--- src/rtl/inst_sequencer.sv ---
// ---------------------------------------------------------------------------
// inst_sequencer
//
// Produces the 35-bit instruction word for the accelerator core. A single
// start pulse runs one weight-stationary pass:
//   - read col weight vectors from SRAM0 into L0
//   - move them from L0 into the PE array
//   - wait drain idle cycles for the array to settle
//   - read n_x activation vectors from SRAM0 into L0
//   - stream them through the array with execute
//   - copy n_x psum vectors from the OFIFO into SRAM1
// The pass ends with a one-cycle done pulse.
//
// Parameters
//   col     PE columns, which is also the number of weight vectors per tile
//   row     PE rows (informational only)
//   addr_w  SRAM address width; the inst bit map fixes this at 11
//   drain   idle cycles between weight load and activation load (>= 1)
//
// Ports
//   clk          rising-edge clock
//   reset        asynchronous, active-low reset
//   start        one-cycle pass request, honoured only while idle
//   w_base       SRAM0 address of weight vector 0
//   x_base       SRAM0 address of activation vector 0
//   p_base       SRAM1 address of psum vector 0
//   n_x          number of activation vectors (0 skips the execute phases)
//   ofifo_valid  core OFIFO holds a readable psum vector
//   inst         registered instruction word
//   busy         pass in progress (low in IDLE and in the DONE cycle)
//   done         one-cycle completion pulse
//
// inst bit map
//   [34] acc (always 0)   [33] CEN_pmem  [32] WEN_pmem  [31:21] A_pmem
//   [20] CEN_xmem         [19] WEN_xmem  [18:8] A_xmem
//   [7] ofifo_rd  [6] ififo_wr (0)  [5] ififo_rd (0)  [4] l0_rd  [3] l0_wr
//   [2] mode (0)  [1] execute  [0] load
//   CEN and WEN are active-low.
// ---------------------------------------------------------------------------
module inst_sequencer #(
   parameter int col    = 8,
   parameter int row    = 8,
   parameter int addr_w = 11,
   parameter int drain  = 16
) (
   input  logic              clk,
   input  logic              reset,
   input  logic              start,
   input  logic [addr_w-1:0] w_base,
   input  logic [addr_w-1:0] x_base,
   input  logic [addr_w-1:0] p_base,
   input  logic [addr_w-1:0] n_x,
   input  logic              ofifo_valid,
   output logic [34:0]       inst,
   output logic              busy,
   output logic              done
);

   // Reject configurations that the fixed inst bit map or the counter cannot
   // represent.
   if (col < 1 || row < 1 || drain < 1 || addr_w != 11) begin : g_bad_cfg
      $error("inst_sequencer: unsupported configuration");
   end

   typedef enum logic [2:0] {
      IDLE,
      LDW_RD,
      LDW_PE,
      DRAIN,
      LDX_RD,
      EXEC,
      ACC,
      DONE
   } state_t;

   // Both SRAMs deselected with write disabled; every other bit is low.
   localparam logic [34:0] IDLE_WORD = 35'h3_0018_0000;

   localparam int BIT_CEN_P  = 33;
   localparam int BIT_WEN_P  = 32;
   localparam int BIT_CEN_X  = 20;
   localparam int BIT_OF_RD  = 7;
   localparam int BIT_L0_RD  = 4;
   localparam int BIT_L0_WR  = 3;
   localparam int BIT_EXEC   = 1;
   localparam int BIT_LOAD   = 0;

   localparam logic [addr_w-1:0] ONE        = addr_w'(1);
   localparam logic [addr_w-1:0] COL_LAST   = addr_w'(col - 1);
   localparam logic [addr_w-1:0] DRAIN_LAST = addr_w'(drain - 1);

   state_t            state;
   state_t            next_state;
   logic [addr_w-1:0] k;
   logic [addr_w-1:0] next_k;
   logic [addr_w-1:0] k_inc;
   logic [addr_w-1:0] nx_last;
   logic [addr_w-1:0] w_base_q;
   logic [addr_w-1:0] x_base_q;
   logic [addr_w-1:0] p_base_q;
   logic [addr_w-1:0] n_x_q;
   logic [addr_w-1:0] w_base_eff;
   logic              rd_pending;
   logic              acc_read_now;

   // Builds the word for the cycle a state is entered or continued. The
   // l0_wr flag is OR-ed in independently of the state because the SRAM0
   // read latency can push it into the first cycle of the next state.
   function automatic logic [34:0] word_of(
      input state_t            st,
      input logic [addr_w-1:0] kk,
      input logic              fifo_valid,
      input logic [addr_w-1:0] wb,
      input logic [addr_w-1:0] xb,
      input logic [addr_w-1:0] pb,
      input logic              l0_wr_flag
   );
      logic [34:0] w;
      w = IDLE_WORD;
      w[BIT_L0_WR] = l0_wr_flag;
      case (st)
         LDW_RD: begin
            w[BIT_CEN_X] = 1'b0;
            w[18:8]      = wb + kk;
         end
         LDW_PE: begin
            w[BIT_L0_RD] = 1'b1;
            w[BIT_LOAD]  = 1'b1;
         end
         LDX_RD: begin
            w[BIT_CEN_X] = 1'b0;
            w[18:8]      = xb + kk;
         end
         EXEC: begin
            w[BIT_L0_RD] = 1'b1;
            w[BIT_EXEC]  = 1'b1;
         end
         ACC: begin
            if (fifo_valid) begin
               w[BIT_OF_RD] = 1'b1;
               w[BIT_CEN_P] = 1'b0;
               w[BIT_WEN_P] = 1'b0;
               w[31:21]     = pb + kk;
            end
         end
         default: begin
         end
      endcase
      return w;
   endfunction

   assign k_inc        = k + ONE;
   assign nx_last      = n_x_q - ONE;
   assign rd_pending   = ~inst[BIT_CEN_X];
   assign acc_read_now = inst[BIT_OF_RD];

   // The first LDW_RD word is built in the same edge that latches the bases,
   // so it has to take w_base straight from the port.
   assign w_base_eff = (state == IDLE) ? w_base : w_base_q;

   // Phase sequencing. Each phase counts k from zero up to its length minus
   // one and clears k when it hands over. ACC counts completed reads rather
   // than cycles, so it advances only on cycles whose word carries ofifo_rd.
   always_comb begin
      next_state = state;
      next_k     = k;
      case (state)
         IDLE: begin
            if (start) begin
               next_state = LDW_RD;
               next_k     = '0;
            end
         end
         LDW_RD: begin
            if (k == COL_LAST) begin
               next_state = LDW_PE;
               next_k     = '0;
            end else begin
               next_k = k_inc;
            end
         end
         LDW_PE: begin
            if (k == COL_LAST) begin
               next_state = DRAIN;
               next_k     = '0;
            end else begin
               next_k = k_inc;
            end
         end
         DRAIN: begin
            if (k == DRAIN_LAST) begin
               next_state = (n_x_q == '0) ? DONE : LDX_RD;
               next_k     = '0;
            end else begin
               next_k = k_inc;
            end
         end
         LDX_RD: begin
            if (k == nx_last) begin
               next_state = EXEC;
               next_k     = '0;
            end else begin
               next_k = k_inc;
            end
         end
         EXEC: begin
            if (k == nx_last) begin
               next_state = ACC;
               next_k     = '0;
            end else begin
               next_k = k_inc;
            end
         end
         ACC: begin
            if (acc_read_now) begin
               if (k_inc == n_x_q) begin
                  next_state = DONE;
                  next_k     = '0;
               end else begin
                  next_k = k_inc;
               end
            end
         end
         DONE: begin
            next_state = IDLE;
            next_k     = '0;
         end
         default: begin
            next_state = IDLE;
            next_k     = '0;
         end
      endcase
   end

   // State, counter, latched pass parameters and all outputs. Outputs are
   // computed from the next state so they line up with it cycle for cycle.
   // ofifo_valid seen this cycle decides whether next cycle's ACC word reads.
   always_ff @(posedge clk or negedge reset) begin
      if (!reset) begin
         state    <= IDLE;
         k        <= '0;
         inst     <= IDLE_WORD;
         busy     <= 1'b0;
         done     <= 1'b0;
         w_base_q <= '0;
         x_base_q <= '0;
         p_base_q <= '0;
         n_x_q    <= '0;
      end else begin
         state <= next_state;
         k     <= next_k;
         inst  <= word_of(next_state, next_k, ofifo_valid, w_base_eff,
                          x_base_q, p_base_q, rd_pending);
         busy  <= (next_state != IDLE) && (next_state != DONE);
         done  <= (next_state == DONE);
         if (state == IDLE && start) begin
            w_base_q <= w_base;
            x_base_q <= x_base;
            p_base_q <= p_base;
            n_x_q    <= n_x;
         end
      end
   end

endmodule

--- config.mk ---
export PLATFORM = sky130hd
export DESIGN_NAME = inst_sequencer
export DESIGN_NICKNAME = d
export VERILOG_FILES = /design/src/rtl/inst_sequencer.sv
export SDC_FILE = /design/constraint.sdc
export NUM_CORES = 1
export LEC_CHECK = 0
export BUFFER_PORTS_ARGS = -buffer_cell sky130_fd_sc_hd__buf_2
export CORE_ASPECT_RATIO = 1.1
export CORE_UTILIZATION = 51
export DETAILED_ROUTE_END_ITERATION = 10
export PLACE_DENSITY = 0.76
export SLEW_MARGIN = 25
export SYNTH_ARGS = -nofsm -noshare
export SYNTH_HDL_FRONTEND = slang
export SYNTH_SLANG_ARGS = --single-unit
--- constraint.sdc ---
create_clock -name clk -period 16 [get_ports clk]
set_clock_uncertainty 0.2 [all_clocks]
set_input_delay 3.2 -clock clk [delete_from_list [all_inputs] [get_ports clk]]
set_output_delay 3.2 -clock clk [all_outputs]
set_load 0.02 [all_outputs]
# After elaboration in Yosys (flattened, before gate mapping)
# Cells that the tools add are included.
classes:
  add_sub_neg: 5
  mul: 0
  div_mod_pow: 0
  n_lt_le_gt_ge: 0
  n_eq_ne: 18
  shift: 0
  mux: 27
  bitwise: 1
  n_reduce_logical: 9
ops:
  columns: ["operator", "n"]
  rows:
  - ["$mux 11", 7]
  - ["$pmux 11 s6", 1]
  - ["$add 11x11->11", 3]
  - ["$mux 13", 2]
  - ["$eq 3x3->1 const B", 8]
  - ["$mux 3", 8]
  - ["$pmux 3 s8", 1]
  - ["$eq 11x11->1", 2]
  - ["$pmux 11 s2", 1]
  - ["$add 11x1->11 const B", 1]
  - ["$eq 11x3->1 const B", 1]
  - ["$eq 11x4->1 const B", 1]
  - ["$logic_not 11->1", 1]
  - ["$sub 11x1->11 const B", 1]
  - ["$eq 3x2->1 const B", 3]
  - ["$reduce_or 2->1", 4]
  - ["$eq 3x1->1 const B", 2]
  - ["$mux 1", 6]
  - ["$logic_not 3->1", 1]
  - ["$ne 3x3->1 const B", 1]
  - ["$reduce_bool 3->1", 1]
  - ["$logic_and 1x1->1", 2]
  - ["$mux 2", 1]
  - ["$not 1->1", 1]
word_totals:
  ff_bits: 90
  latch_bits: 0
  ram_bits: 0
  mem_bits_ro: 0
  inputBits: 48
  out_inout_bits: 37
  elab_cells: 69
  mem_count: 0

# Longest topological paths before layout
# Gate-level depths: netlist (run 1).
logic_depth:
  word_depth: 8
  mapped_depth: 23
  depth_no_buf: 22

# Worst setup path before layout (run 1)
# Ideal clock, no wire load.
synth_path:
  path_type: "input -> register"
  from: "in start"
  to: "reg inst[31]"
  setup_time_ns: 0.077
  arrival_time_ns: 6.099
  t_required_ns: 15.723
  path_slack_ns: 9.624
  path_stages: 15
  path_buffers: 1
  cell_sequence: "nor3_1 > o21ai_0 > clkbuf_1 > o32ai_1 > inv_2 > fa_1 > nor2b_1 > o21ai_0 > a21boi_0 > o21ai_0 > a21boi_0 > o21ai_0 > a2111o_1 > a31o_1 > a21oi_1"
synth_via:
  elab_chain_len: 5
  word_cells_on_any_way: 8
  classes_between: "add/sub (1); eq/ne (1); mux (6)"
synth_rtl:
  columns: ["element", "line_no", "text"]
  rows:
  - ["start: declaration", "48", "input logic start,"]
  - ["$mux 11", "169", "if (start) begin"]
  - ["$pmux 11 s6", "167", "case (state)"]
  - ["net next_k[1]", "95", "logic [addr_w-1:0] next_k;"]
  - ["$add 11x11->11", "143", "w[31:21] = pb + kk;"]
  - ["$mux 13", "139", "if (fifo_valid) begin"]
  - ["$mux 13", "121", "case (st)"]
  - ["end signal: assignment", "252", "inst <= word_of(next_state, next_k, ofifo_valid, w_base_eff,"]
  - ["end: declaration", "54", "output logic [34:0] inst,"]
# The timed path passes the listed nets, and every way through them passes these cells.
# A chain may end at the register's enable or synchronous reset.

# Final worst setup path (run 1)
# Same ends and word-level chain as after synthesis.

==> out/qor.yml, run 1 <==
synthesis:
  synth.most_common_cell: "dfrtp_1"
  yosys.area.top_type: "dfrtp_1"
  synth_cell_type_count: 66
  syn_area_per_cell_um2: 9.86
  seq_area_frac_synth_pct: 42.5
  synth_seq_cells: 89
  synthArstFlopShare_pct: 100
  yosysWarnings: 0
  synth.area.top_cells: "dfrtp_1 42%, mux2_2 8.6%, ha_1 5.2%"
  synth_area_mm2: 0.00525
  synth-edff-count: 0
  netlist.area_leader.share_pct: 41.5
  synth_cells: 532
  synthFlopType: "dfrtp_1"
  synth_top_cells_by_count: "87 x dfrtp_1, 42 x nor2_1, 40 x mux2_2"
global_route:
  antenna_found_initial: 0
  grt_max_degree: 56
  first_global_vias: 4223
  grtUsageTotal_pct: 24.5
  grt_pass1_wl_um: 20400
  grt_remaining_overflow: 0
clocking:
  postCtsSetupBuffers: 0
  cts_resized: 0
  cts.reportedPaths.clkPinSlew_ps: 90
  holdBufCountCts: 0
  htreeDepth: 3
  cts_tree: "built"
  worst_skew_pair.late_latency_ps: 360
  cts_buffers: 9
  numClockSinks: 89
  cts-root-buf: "clkbuf_8"
  cts_buffer_depth: 2
sta:
  slew_headroom_pct: 45.2
  rsz0062_at_grt: "false"
  finalSetupViolCount: 0
  timing.final.crit_share_pct: 40.6
  period_needed_ps: 6500
  max_freq_mhz: 154
  tightest_slew_ps: 820
  whs_ps: 237
  slew_viol_final: 0
  finalSetupTns_ps: 0
  hold_violations: 0
routing:
  wl_um: 12200
  drt_first_pass_iters: 4
  wl_per_cell_um: 16.8
  final_antenna_net_count: 0
  viasPerCell: 5.79
  num_vias: 4204
  drt-initial-drc-count: 188
  drc: 0
cells_and_area:
  area_growth_pct: 12.5
  diodes: 0
  n_fill_cell: 885
  drive_gt1_share_pct: 25.2
  num-nets-final: 674
setup_path:
  cp-start-kind: "input pin"
  cp_common_cell: "o21ai_0"
  max_stage_delay_ps: 480
  path_max_fanout: 11
  slowest_stage: "a2111o_1"
  critical_path.top_delay_family: "compound AO/OA/AOI/OAI gates"
  path_buf_inv: 3
  crit_chain: "buf_2, nor3_1, o21ai_0, buf_4, a21oi_1, ha_1, inv_1, fa_1, nor2b_1, o21ai_0, a21boi_0, o21ai_0, a21boi_0, o21ai_0, a2111o_1, a31o_1, a21oi_1"
  end_kind: "register"
  rr_worst_depth: 21
  crit_arrival_ps: 6570
  crit_type: "in -> reg"
  crit_cells: 17
  cp.required_ps: 16060
pwr:
  max-vdd-ir-drop_mv: 0.0695
  p_leak_nw: 2.91
  power.density_mw_per_mm2: 119
die:
  rows: 38
  die_h_um: 108
  start_util_pct: 52.8
  ios: 85
  die_w_um: 98.7
  dieArea_mm2: 0.0107
  core_mm2: 0.00994
run_status:
  outcome: "completed"
min_path:
  hold_depth: 1
  hp-class: "reg -> reg"
place:
  hpwl_um: 9210
  io_buffers: 79
  gp_congestion: 0.881
flow_run:
  cap_violations: 0
==> cells by family after synthesis <==
family          Yosys count  synth area share, %
other cells               2                0.143
flops                    89                 42.5
buf+inv                  57                 5.01
compound gates          114                 14.1
fa+ha+maj                24                 6.01
mux                      57                 11.8
xor+xnor                 24                 4.01
simple gates            165                 16.4
==> final cells by class <==
| type | count | area, um^2 | share of cell area, % |
|---|---|---|---|
| Multi-Input combinational cell | 389 | 2770 | 47.0 |
| Sequential cell | 89 | 2230 | 37.8 |
| Timing Repair Buffer | 83 | 428 | 7.25 |
| Tap cell | 120 | 150 | 2.54 |
| Clock buffer | 10 | 128 | 2.16 |
| Inverter | 30 | 113 | 1.91 |
| Clock inverter | 5 | 81.3 | 1.38 |
==> per-layer routing <==
| layer | vias to the layer above | GRT usage (%) | share of wire (%) |
|---|---|---|---|
| met5 | - | 0 | 0 |
| met4 | 0 | 10.9 | 3.0 |
| met3 | 27 | 4.01 | 4.0 |
| met2 | 118 | 42.6 | 50 |
| met1 | 2028 | 30.2 | 43 |
| li1 | 2031 | - | - |
==> where the power goes <==
| part | internal (mW) | total (mW) | switching, mW | leakage (nW) |
|---|---|---|---|---|
| Sequential | 0.254 | 0.281 | 0.0271 | 1.14 |
| Clock | 0.0875 | 0.168 | 0.0807 | 0.103 |
| Combinational | 0.101 | 0.252 | 0.151 | 1.68 |
==> worst register-to-register path, cell delays in order, from the launching register on <==
cell and delay (ps):
dfrtp_1 440, inv_1 120, ha_1 280, nor3b_1 430
a21oi_1 160, nor3_1 180, o31a_1 220, o31a_1 230
or3_1 370, a21oi_2 50, o32ai_1 690, inv_2 80
fa_1 430, nor2b_1 160, o21ai_0 120, a21boi_0 230
o21ai_0 140, a21boi_0 250, o21ai_0 200, a2111o_1 480
a31o_1 190, a21oi_1 120
==> path summary, 6_finish.rpt <==
path / startpoint / endpoint / slack (ps)
min in group asynchronous: reset / n_x_q[8]$_DFFE_PN0P_ / 2570
max: start / inst[31]$_DFF_PN0_ / 9500
min: inst[20]$_DFF_PN1_ / inst[3]$_DFF_PN0_ / 240
max reg2reg: n_x_q[0]$_DFFE_PN0P_ / inst[31]$_DFF_PN0_ / 10140
min reg2reg: inst[20]$_DFF_PN1_ / inst[3]$_DFF_PN0_ / 240
max in group asynchronous: reset / k[0]$_DFF_PN0_ / 11980
==> sequential cells by signal (all words and copies together) (netlist names) <==
name	flops
state	3
x_base_q	11
inst	29
n_x_q	11
p_base_q	11
done	1
busy	1
w_base_q	11
k	11
==> through the flow <==
step                instance area (um^2)  utilization [%]  setup slack [ps]  power, mW  cells
floorplan                           5260                -              9620      0.463    535
global placement                    5690             57.3              9340      0.532    711
detailed placement                  5690             57.3              9190      0.537    711
CTS                                 5900             59.4              9550      0.707    726
global route                        5900             59.4              9220      0.750    726
finish                              5900             59.4              9500      0.701    726
==> placed cells by master (no fill, tap or decap), types with 17 or more instances in the layout <==
cell type  Yosys  final
mux2i_1       17     17
nor3_1        19     19
buf_2          3     78
nor2_1        42     41
o21ai_0       23     23
a21oi_1       31     31
nand2_1       38     38
mux2_2        40     40
inv_1         28     28
dfrtp_1       87     87
ha_1          22     22
Power figures use the tool's default switching activity.
==> inputs of run 2 (changes only) <==
--- a/config.mk
+++ b/config.mk
@@ -9,7 +9,7 @@
 export CORE_ASPECT_RATIO = 1.1
 export CORE_UTILIZATION = 51
 export DETAILED_ROUTE_END_ITERATION = 10
-export PLACE_DENSITY = 0.76
+export PLACE_DENSITY = 0.79
 export SLEW_MARGIN = 25
 export SYNTH_ARGS = -nofsm -noshare
 export SYNTH_HDL_FRONTEND = slang
==> constraint.sdc (replaced) <==
create_clock -name clk -period 5.2 [get_ports clk]
set_clock_uncertainty 0.2 [all_clocks]
set_input_delay 1.04 -clock clk [delete_from_list [all_inputs] [get_ports clk]]
set_output_delay 1.04 -clock clk [all_outputs]
set_load 0.02 [all_outputs]
==> run 2 against run 1 <==
- non-clock buffer count increased by 29
- global-route usage increased by 0.60 points
- first-iteration DRC count increased by 47%
- power increased to 3.2 times the previous value
==> out/qor.yml, run 2 (synthesis results as in run 1) <==
global_route:
  grt_max_degree: 58  # +3.6%
  grt_pass1_wl_um: 20700  # +1.5%
  first_global_vias: 4202  # -0.50%
  antenna_found_initial: 0  # unchanged
  grtUsageTotal_pct: 25.1  # +0.60 points
  grt_remaining_overflow: 0  # unchanged
setup_path:
  cp.required_ps: 5290  # -10770 ps
  path_max_fanout: 5  # -6
  path_buf_inv: 1  # -2
  cp-start-kind: "register"
  crit_type: "reg -> reg"
  crit_chain: "ha_1, xnor2_1, nand2b_1, a311o_1, or3_1, o31a_1, or3_4, a21oi_2, o32ai_1, buf_4, fa_1, a21oi_1, nor2_1, o21a_1, o21a_1, nor4_4, o41ai_2, xor2_1, mux2i_1"
  critical_path.top_delay_family: "compound AO/OA/AOI/OAI gates"
  end_kind: "register"
  cp_common_cell: "o21a_1"
  crit_arrival_ps: 5070  # -1500 ps
  slowest_stage: "fa_1"
  max_stage_delay_ps: 450  # -30 ps
clocking:
  cts_buffers: 9  # unchanged
  holdBufCountCts: 0  # unchanged
  worst_skew_pair.late_latency_ps: 360  # about the same
  cts_tree: "built"
  numClockSinks: 89  # unchanged
  cts.reportedPaths.clkPinSlew_ps: 90  # about the same
  htreeDepth: 3  # unchanged
  cts_buffer_depth: 2  # unchanged
  cts-root-buf: "clkbuf_8"
die:
  dieArea_mm2: 0.0107  # unchanged
  core_mm2: 0.00994  # unchanged
  die_h_um: 108  # unchanged
  rows: 38  # unchanged
  die_w_um: 98.7  # unchanged
  start_util_pct: 52.8  # unchanged
  ios: 85  # unchanged
place:
  dpl_cell_area_mm2: 0.00590  # +3.7%
  hpwl_um: 9730  # +5.6%
  io_buffers: 79  # unchanged
  gp_congestion: 0.978  # +11%
routing:
  wl_um: 12800  # +5.3%
  drt-initial-drc-count: 277  # +47%
  drc: 0  # unchanged
  final_antenna_net_count: 0  # unchanged
  num_vias: 4379  # +4.2%
  viasPerCell: 5.79  # about the same
  wl_per_cell_um: 17.0  # +1.2%
  drt_first_pass_iters: 5  # +1
cells_and_area:
  diodes: 0  # unchanged
  layout_commonest_cell: "dfrtp_1"
  largest_reg_flops: 29  # unchanged
  largest-register: "inst"
  area_growth_pct: 17.7
  final_cell_mix: "87 x dfrtp_1, 78 x buf_2, 40 x nor2_1, 40 x mux2_2, 38 x nand2_1"
  utilization_pct: 62.1  # +2.7 points
  stdcell_area_mm2: 0.00617  # +4.6%
  num-nets-final: 703  # +4.3%
  drive_gt1_share_pct: 30.0  # +4.8 points
pwr:
  max-vdd-ir-drop_mv: 0.189  # +170%
  seqPwrFrac_pct: 37.7  # -2.3 points
  power.density_mw_per_mm2: 361  # +200%
  p_clk_share_pct: 21.5  # -2.5 points
  comb_power_share_pct: 40.7  # +4.7 points
  p_leak_nw: 3.07  # +5.5%
  netSwitchingFraction_pct: 38.0  # +1.0 points
  p_sw_uw: 846  # +230%
  p_int_mw: 1.38  # +210%
sta:
  timing.final.crit_share_pct: 95.8
  slew_headroom_pct: 47.9  # +2.7 points
  max_freq_mhz: 201
  slew_viol_final: 0  # unchanged
  finalSetupViolCount: 0  # unchanged
  hold_violations: 0  # unchanged
  whs_ps: 264  # +27.1 ps
  tightest_slew_ps: 780  # -39.8 ps
  period_needed_ps: 4980
run_status:
  outcome: "completed"
flow_run:
  cap_violations: 0  # unchanged
min_path:
  hp-class: "reg -> reg"
[run 2: cell count changes in the layout (fill, tap and decap cells not counted), sizes merged]
cell,previous run,this run
clkinvlp,1,2
bufinv,2,1
clkinv,1,2
buf,83,112
[run 2: area by class of cell]
cell class | instances | area (um^2)
clock buffer | 10 | 128
multi-input combinational | 389 | 2840
timing repair buffer | 112 | 646
tap | 120 | 150
clock inverter | 6 | 67.6
sequential | 89 | 2230
inverter | 30 | 113
fill | 814 | 3760
[run 2: power by group through the flow]
stage,registers [mW],logic (mW),clock network (mW)
2_1_floorplan,0.902,0.523,0
3_3_place_gp,0.848,0.847,0
3_5_place_dp,0.855,0.865,0
4_1_cts,0.841,0.877,0.487
5_1_grt,0.851,0.995,0.520
6_report,0.841,0.908,0.480
[run 2: timing repair]
item                       4_1_cts  5_1_grt
setup buffers                    0        1
pin swaps                        0        2
resized for setup                1       15
setup endpoints to repair        1        8
cloned                           0        0
[run 2: path summary, 6_finish.rpt]
| check | cells after the start | from | slack, ps | end |
|---|---|---|---|---|
| setup / recovery | 19 | k[0]$_DFF_PN0_ | 220 | inst[18]$_DFF_PN0_ |
| hold / removal | 1 | inst[20]$_DFF_PN1_ | 260 | inst[3]$_DFF_PN0_ |
| setup reg to reg | 19 | k[0]$_DFF_PN0_ | 220 | inst[18]$_DFF_PN0_ |
| hold reg to reg | 1 | inst[20]$_DFF_PN1_ | 260 | inst[3]$_DFF_PN0_ |
| max in group asynchronous | 2 | reset | 3350 | p_base_q[1]$_DFFE_PN0P_ |
| min in group asynchronous | 1 | reset | 530 | n_x_q[8]$_DFFE_PN0P_ |
[run 2: per-stage QoR]
step	TNS, ps	total power [mW]	instances	worst slack (ps)
CTS	0	2.20	755	25.5
detailed placement	0	1.72	739	56.3
global placement	0	1.70	739	193
global route	-44.2	2.37	756	-31.6
floorplan	0	1.42	535	193
finish	0	2.23	756	218
[run 2: per-layer routing]
layer / track usage, % / vias up / share of wire, %
met2: 44.9 / 121 / 51
met3: 3.75 / 26 / 3.7
met5: 0 / - / 0
met1: 31.1 / 2141 / 43
li1: - / 2091 / -
met4: 8.53 / 0 / 2.4
